--- src/rtl/logic_unit_pkg.sv ---
// logic_unit_pkg: opcodes, state encoding and beat-count helper shared by the logic unit
package logic_unit_pkg;

    localparam logic [2:0] OP_AND   = 3'd0;
    localparam logic [2:0] OP_OR    = 3'd1;
    localparam logic [2:0] OP_XOR   = 3'd2;
    localparam logic [2:0] OP_NAND  = 3'd3;
    localparam logic [2:0] OP_NOR   = 3'd4;
    localparam logic [2:0] OP_XNOR  = 3'd5;
    localparam logic [2:0] OP_ORACC = 3'd6;
    localparam logic [2:0] OP_RSVD  = 3'd7;

    localparam logic [7:0] BEATS_MAX = 8'd255;

    // ST_HOLD is carried by the orthogonal out_valid flag, not by the state register
    typedef enum logic [1:0] {
        ST_IDLE  = 2'd0,
        ST_ACCUM = 2'd1,
        ST_HOLD  = 2'd2
    } state_t;

    function automatic logic [7:0] sat_inc(input logic [7:0] v);
        return (v == BEATS_MAX) ? v : v + 8'd1;
    endfunction

endpackage

--- src/rtl/logic_reduce.sv ---
// logic_reduce: bitwise reduction of NUM_IN operands selected by opcode
module logic_reduce
    import logic_unit_pkg::*;
#(
    parameter int WIDTH  = 8,
    parameter int NUM_IN = 2
) (
    input  logic [NUM_IN*WIDTH-1:0] operands,
    input  logic [2:0]              op,
    output logic [WIDTH-1:0]        result
);

    logic [WIDTH-1:0] r_and, r_or, r_xor;

    // fold every operand into the three base reductions
    always_comb begin
        r_and = '1;
        r_or  = '0;
        r_xor = '0;
        for (int k = 0; k < NUM_IN; k++) begin
            r_and = r_and & operands[k*WIDTH +: WIDTH];
            r_or  = r_or  | operands[k*WIDTH +: WIDTH];
            r_xor = r_xor ^ operands[k*WIDTH +: WIDTH];
        end
    end

    // pick the opcode's reduction; accumulate beats contribute their OR, reserved gives zero
    always_comb begin
        case (op)
            OP_AND:   result = r_and;
            OP_OR:    result = r_or;
            OP_XOR:   result = r_xor;
            OP_NAND:  result = ~r_and;
            OP_NOR:   result = ~r_or;
            OP_XNOR:  result = ~r_xor;
            OP_ORACC: result = r_or;
            default:  result = '0;
        endcase
    end

endmodule

--- src/rtl/logic_unit.sv ---
// logic_unit: handshaked bitwise reduction unit with OR-accumulate groups
module logic_unit
    import logic_unit_pkg::*;
#(
    parameter int WIDTH  = 8,
    parameter int NUM_IN = 2
) (
    input  logic                    clk,
    input  logic                    rst,
    input  logic                    in_valid,
    output logic                    in_ready,
    input  logic [NUM_IN*WIDTH-1:0] in_data,
    input  logic [2:0]              in_op,
    input  logic                    in_last,
    output logic                    out_valid,
    input  logic                    out_ready,
    output logic [WIDTH-1:0]        out_data,
    output logic                    out_err,
    output logic [7:0]              out_beats
);

    state_t           state, state_nxt;
    logic [WIDTH-1:0] acc, acc_nxt, acc_base, red, data_nxt;
    logic [7:0]       cnt, cnt_nxt, cnt_base, beats_nxt;
    logic             accept, fold, emit, valid_nxt, err_nxt;

    logic_reduce #(
        .WIDTH  (WIDTH),
        .NUM_IN (NUM_IN)
    ) u_reduce (
        .operands (in_data),
        .op       (in_op),
        .result   (red)
    );

    assign in_ready = !out_valid | out_ready;
    assign accept   = in_valid & in_ready;
    assign fold     = accept & (in_op == OP_ORACC) & !in_last;
    assign emit     = accept & !fold;
    assign acc_base = (state == ST_ACCUM) ? acc : '0;
    assign cnt_base = (state == ST_ACCUM) ? cnt : 8'd0;

    // state, accumulator and result registers
    always_ff @(posedge clk) begin
        if (rst) begin
            state     <= ST_IDLE;
            acc       <= '0;
            cnt       <= 8'd0;
            out_valid <= 1'b0;
            out_data  <= '0;
            out_err   <= 1'b0;
            out_beats <= 8'd0;
        end else begin
            state     <= state_nxt;
            acc       <= acc_nxt;
            cnt       <= cnt_nxt;
            out_valid <= valid_nxt;
            out_data  <= data_nxt;
            out_err   <= err_nxt;
            out_beats <= beats_nxt;
        end
    end

    // non-last accumulate beats extend the group; any other accepted beat closes or discards it
    always_comb begin
        state_nxt = state;
        acc_nxt   = acc;
        cnt_nxt   = cnt;
        if (fold) begin
            state_nxt = ST_ACCUM;
            acc_nxt   = acc_base | red;
            cnt_nxt   = sat_inc(cnt_base);
        end else if (emit) begin
            state_nxt = ST_IDLE;
            acc_nxt   = '0;
            cnt_nxt   = 8'd0;
        end
    end

    // result held until taken; an emitting beat loads a fresh result in the same cycle
    always_comb begin
        valid_nxt = out_valid & !out_ready;
        data_nxt  = out_data;
        err_nxt   = out_err;
        beats_nxt = out_beats;
        if (emit) begin
            valid_nxt = 1'b1;
            data_nxt  = (in_op == OP_ORACC) ? (acc_base | red) : red;
            err_nxt   = (in_op == OP_RSVD);
            beats_nxt = (in_op == OP_ORACC) ? sat_inc(cnt_base) : 8'd1;
        end
    end

endmodule
--- config.mk ---
export PLATFORM = sky130hd
export DESIGN_NAME = logic_unit
export DESIGN_NICKNAME = d
export VERILOG_FILES = /design/src/rtl/logic_unit_pkg.sv /design/src/rtl/logic_reduce.sv /design/src/rtl/logic_unit.sv
export SDC_FILE = /design/constraint.sdc
export NUM_CORES = 1
export LEC_CHECK = 0
export ABC_AREA = 0
export CAP_MARGIN = 30
export CELL_PAD_IN_SITES_DETAIL_PLACEMENT = 1
export CELL_PAD_IN_SITES_GLOBAL_PLACEMENT = 1
export CORE_MARGIN = 2
export CORE_UTILIZATION = 40
export CTS_BUF_LIST = sky130_fd_sc_hd__clkbuf_8
export DETAILED_ROUTE_END_ITERATION = 6
export HOLD_SLACK_MARGIN = 0.12
export PLACE_DENSITY_LB_ADDON = 0.1
export SLEW_MARGIN = 20
export SYNTH_ARGS = -nofsm -noshare
export SYNTH_HDL_FRONTEND = slang
export SYNTH_SLANG_ARGS = --single-unit
--- constraint.sdc ---
create_clock -name clk -period 2.4 [get_ports clk]
set_input_delay 0.6 -clock clk [delete_from_list [all_inputs] [get_ports clk]]
set_output_delay 0.6 -clock clk [all_outputs]
set_load 0.01 [all_outputs]
# Word-level counts from Yosys, hierarchy flattened
# Index checks and enable logic that the tools add are counted.
# word_totals
reg_bits,35
latchBits,0
ram_bits,0
mem_bits_ro,0
in_bits,24
word_cells,48
mem_count,0
# op_classes
addsub,1
mul,0
div_mod_pow,0
n_lt_le_gt_ge,0
eq_ne,8
shifts,0
n_mux,12
n_bitwise,13
reduce_logical,7
# op_table
op,count
8-bit two-way mux,8
8-bit one-hot mux with 6 select lines,1
8-bit NOT,3
8-bit OR,2
"3-bit equality test, second input constant",4
"8-bit by 1-bit adder with 8-bit output, second input constant",1
8-bit AND,1
"8-bit equality test, second input constant",1
8-bit bitwise XOR,1
"3-bit by 2-bit equality test with 1-bit output, second input constant",2
1-bit AND,5
1-bit zero test,4
"3-bit by 1-bit equality test with 1-bit output, second input constant",1
3-bit zero test,1
1-bit two-way mux,3
2-bit nonzero test,1
2-bit OR reduction,1
1-bit OR,1

# Longest topological paths before layout
# depth
ltp_word,9
depth_mapped,9

# Hierarchy
# A second synthesis with hierarchy kept.
# hier_totals
cells_unflattened,262
area_unflattened_um2,2321.0
# by_module_without_submodules
module,instances,cells_per_inst,area_per_inst_um2
logic_unit,1,159,1564.0
logic_reduce,1,103,757.0

# Worst setup path after synthesis
# Ideal clock, no wire load.
# synth_path
path_type,flip-flop to flip-flop
from,reg state[0]
to,reg cnt[3]
t_arrival_ns,2.036
required_time_ns,2.283
setup_slack_ns,0.247
stages_incl_launch_ff,9
cell_sequence,dfxtp_1 -> clkbuf_1 -> and2_1 -> ha_1 -> nand4_1 -> or3_1 -> buf_6 -> and2_4 -> a32o_2
# synth_via
elab_chain_cells,4
# synth_lines
element,line_no,text
"start, declared",logic_unit.sv:22,"state_t state, state_nxt;"
"start signal, assigned",logic_unit.sv:54,state <= state_nxt;
8-bit two-way mux (*),logic_unit.sv:41,assign cnt_base = (state == ST_ACCUM) ? cnt : 8'd0;
8-bit by 1-bit adder with 8-bit output / 8-bit equality test (equally long branches),logic_unit_pkg.sv:23,return (v == BEATS_MAX) ? v : v + 8'd1;
8-bit two-way mux (*),logic_unit_pkg.sv:23,
8-bit two-way mux (*),logic_unit.sv:69,if (fold) begin
"end signal, assigned",logic_unit.sv:56,cnt <= cnt_nxt;
"end, declared",logic_unit.sv:24,"logic [7:0] cnt, cnt_nxt, cnt_base, beats_nxt;"
# Every way passes the cells marked *; elsewhere a longest branch is shown, timed or not.
# A chain may end at the register's enable or synchronous reset.

# Final worst setup path
# layout_path
from,in out_ready
to,out in_ready
# layout_via
elab_chain_cells,1
# layout_lines
element,line_no,text
"start, declared",logic_unit.sv:16,"input logic out_ready,"
1-bit OR,logic_unit.sv:36,assign in_ready = !out_valid | out_ready;
"end, declared",logic_unit.sv:11,"output logic in_ready,"
# No other way between the ends.

==> impl_metrics.py <==
metrics = {
    "setup_path": {
        "path_max_fanout": 2,
        "crit_path_max_incr_delay_ps": 540,
        "reg2reg_depth": 6,
        "cp_cell_sequence": "clkdlybuf4s50_1 -> nand2b_1 -> clkdlybuf4s50_1",
        "critPathBufInv": 2,
        "cp-start-kind": "primary input",
        "cp.depth": 3,
        "critPathSlowestCell": "clkdlybuf4s50_1",
        "rr_startpoint": "state[0]",
        "startpoint": "out_ready",
        "cp-end-kind": "primary output",
        "required_ps": 1800,
        "critPathKind": "primary input to primary output",
        "critical_path.top_delay_family": "buffers and inverters",
        "cp_common_cell": "clkdlybuf4s50_1",
        "arrival_ps": 1700,
    },
    "detailed_routing": {
        "drc": 0,
        "wire_per_inst_um": 15.9,
        "drt_iter0_drc": 75,
        "dr.pass1.iters": 4,
        "postRouteAntennaNets": 0,
        "totalWireLength_um": 6340,
        "vias_per_cell": 5.59,
        "routed-via-count": 2237,
    },
    "pwr": {
        "internal-power_mw": 1.05,
        "p_leak_nw": 1.18,
        "p_comb_frac": 0.212,
        "p_sw_frac": 0.264,
        "p_switching_mw": 0.376,
        "power.density_nw_per_um2": 484,
        "vdd_drop_max_v": 0.000328,
        "seq_power_share": 0.426,
        "clkPwrFrac": 0.363,
    },
    "timing": {
        "hold_viol": 0,
        "rsz0062_at_grt": "no",
        "setup_violations": 0,
        "maxSlewViolCount": 0,
        "post-route-min-period_ps": 2300,
        "relSlewSlack": 0.715,
        "tightest_slew_ps": 427,
        "fin_setup_tns_ps": 0,
        "clock.fmax_mhz": 435,
        "fin_crit_sh": 0.957,
        "skew_ps": 6.92,
    },
    "grt": {
        "antenna_found_initial": 0,
        "grt_pass1_vias": 2247,
        "grt_max_degree": 30,
        "grt_pass1_wl_um": 10800,
        "grt.overflow.total": 0,
        "grt_use_total": 0.217,
    },
    "layout": {
        "antennaDiodeCount": 0,
        "syn2layout_area_growth_pct": 31.1,
        "drive_above_1_share": 0.125,
        "finalNetCount": 369,
        "utilization": 0.538,
    },
    "place": {
        "port_buffers": 42,
        "place.gp.congestion": 0.807,
        "dp.final_hpwl_um": 4800,
    },
    "min_path": {
        "hp-start": "out_err",
        "whs_path_depth": 2,
        "hp-class": "register to register",
    },
    "yosys": {
        "syn_area_um2": 2240,
        "synth_top_cells_by_area": "dfxtp_1, ha_1, a21oi_1",
        "yosysSeqAreaShare": 0.312,
        "synth_largest_area_cell": "dfxtp_1",
        "synthCells": 275,
        "synth_edf_count": 0,
        "synth_ff_type": "dfxtp_1",
        "synth_seq_cells": 35,
        "ys_warn_count": 0,
        "ys_async_sr_fraction": 0,
        "post-synth-top-count-cell": "dfxtp_1",
        "synth_fp_nets": 316,
        "yosysUniqueCellTypes": 48,
        "synth_top_cell_area_share": 0.312,
        "synthTopCellsByCount": "dfxtp_1, a21oi_1, inv_1",
        "avgSynthCellArea_um2": 8.16,
    },
    "clocking": {
        "clockBufferDepth": 2,
        "root_buffer": "clkbuf_8",
        "ctsHoldBuffers": 0,
        "cts_tree": "built",
        "clock_latency_ps": 280,
        "cts_setup_buffers": 0,
        "cts_made_buffers": 5,
        "clock-sinks": 35,
        "clk_pin_slew_ps": 70,
        "post_cts.resized_instances": 0,
        "cts_max_level": 2,
    },
    "floorplanning": {
        "core_um2": 5470,
        "initial_utilization": 0.410,
        "fp.dieW_um": 78.9,
        "dieArea_um2": 6230,
        "top_level_ports": 43,
        "fp.dieH_um": 78.9,
        "row_count": 27,
    },
    "status": {
        "status": "completed",
    },
    "run": {
        "maxCapViolCount": 0,
    },
}
-- power groups by stage --
stage,logic [mW],registers [mW],clock network (mW)
after floorplan,0.155,0.626,0
after global placement,0.293,0.620,0
after detailed placement,0.299,0.620,0
after CTS,0.302,0.607,0.531
after global routing,0.336,0.608,0.553
final,0.301,0.607,0.517
-- kinds of logic (layout without fill, tap and decap cells) --
kind of cell | Yosys count | in the layout | synth area share
compound gates | 102 | 102 | 0.311
xor+xnor | 1 | 1 | 0.00390
fa+ha+maj | 17 | 17 | 0.0948
buf+inv | 41 | 94 | 0.0780
flops | 35 | 35 | 0.312
mux | 2 | 2 | 0.00892
simple gates | 77 | 77 | 0.191
-- registers in the layout, summed over array words and instances (netlist names) --
| name | count |
|---|---|
| acc | 8 |
| cnt | 8 |
| out_beats | 8 |
| out_data | 8 |
| out_err | 1 |
| out_valid | 1 |
| state | 1 |
-- cell type report --
type / count / area (µm²)
clock inverters: 2 / 37.5
fillers: 674 / 2530
flip-flops and latches: 35 / 701
well taps: 72 / 90.1
inverters: 25 / 93.8
repair buffers: 62 / 583
clock buffers: 5 / 68.8
multi-input cells: 199 / 1370
-- per-layer routing --
metal  part of all wire  routed length [µm]  track usage  up-vias
li1                   -                   -            -     1119
met1               0.50                3180        0.294     1071
met2               0.46                2900        0.356       40
met3              0.031                 194       0.0420        7
met4             0.0099                  63       0.0500        0
met5                  0                   0            0        -
-- cell usage in the layout (no fill, tap or decap), types with 4 or more instances in the layout --
cell,n
a221oi_1,7
o211ai_1,8
nand2_1,21
o2bb2ai_1,13
inv_1,25
clkdlybuf4s50_1,42
nor2_1,12
buf_4,19
ha_1,17
nor2_2,4
o22a_1,4
nand3_1,12
dfxtp_1,35
nand2b_1,5
a21oi_1,30
a211oi_1,5
clkbuf_8,5
o21ai_0,14
-- worst register-to-register path: cells and delay by family, from the launching register on --
kind / cells / cell delay [ps]
AO/OA/AOI/OAI: 1 / 250
adder cells (fa/ha/maj): 1 / 200
flip-flops: 1 / 460
AND/OR/NAND/NOR: 4 / 1120
-- through the flow --
step	power (mW)	instances	worst slack, ps	hold WS, ps	cell area (µm²)
2_1_floorplan	0.781	275	247	432	2240
3_3_place_gp	0.913	393	54.9	446	2840
3_5_place_dp	0.919	393	9.22	449	2840
4_1_cts	1.44	400	98.9	463	2940
5_1_grt	1.50	400	74.3	485	2940
6_report	1.42	400	104	461	2940
-- worst paths after layout --
check | slack [ps] | end
worst max-delay path | 100 | in_ready
worst max register to register | 270 | cnt[3]
worst min-delay path | 460 | out_err
worst min register to register | 460 | out_err
Power figures use the tool's default switching activity.
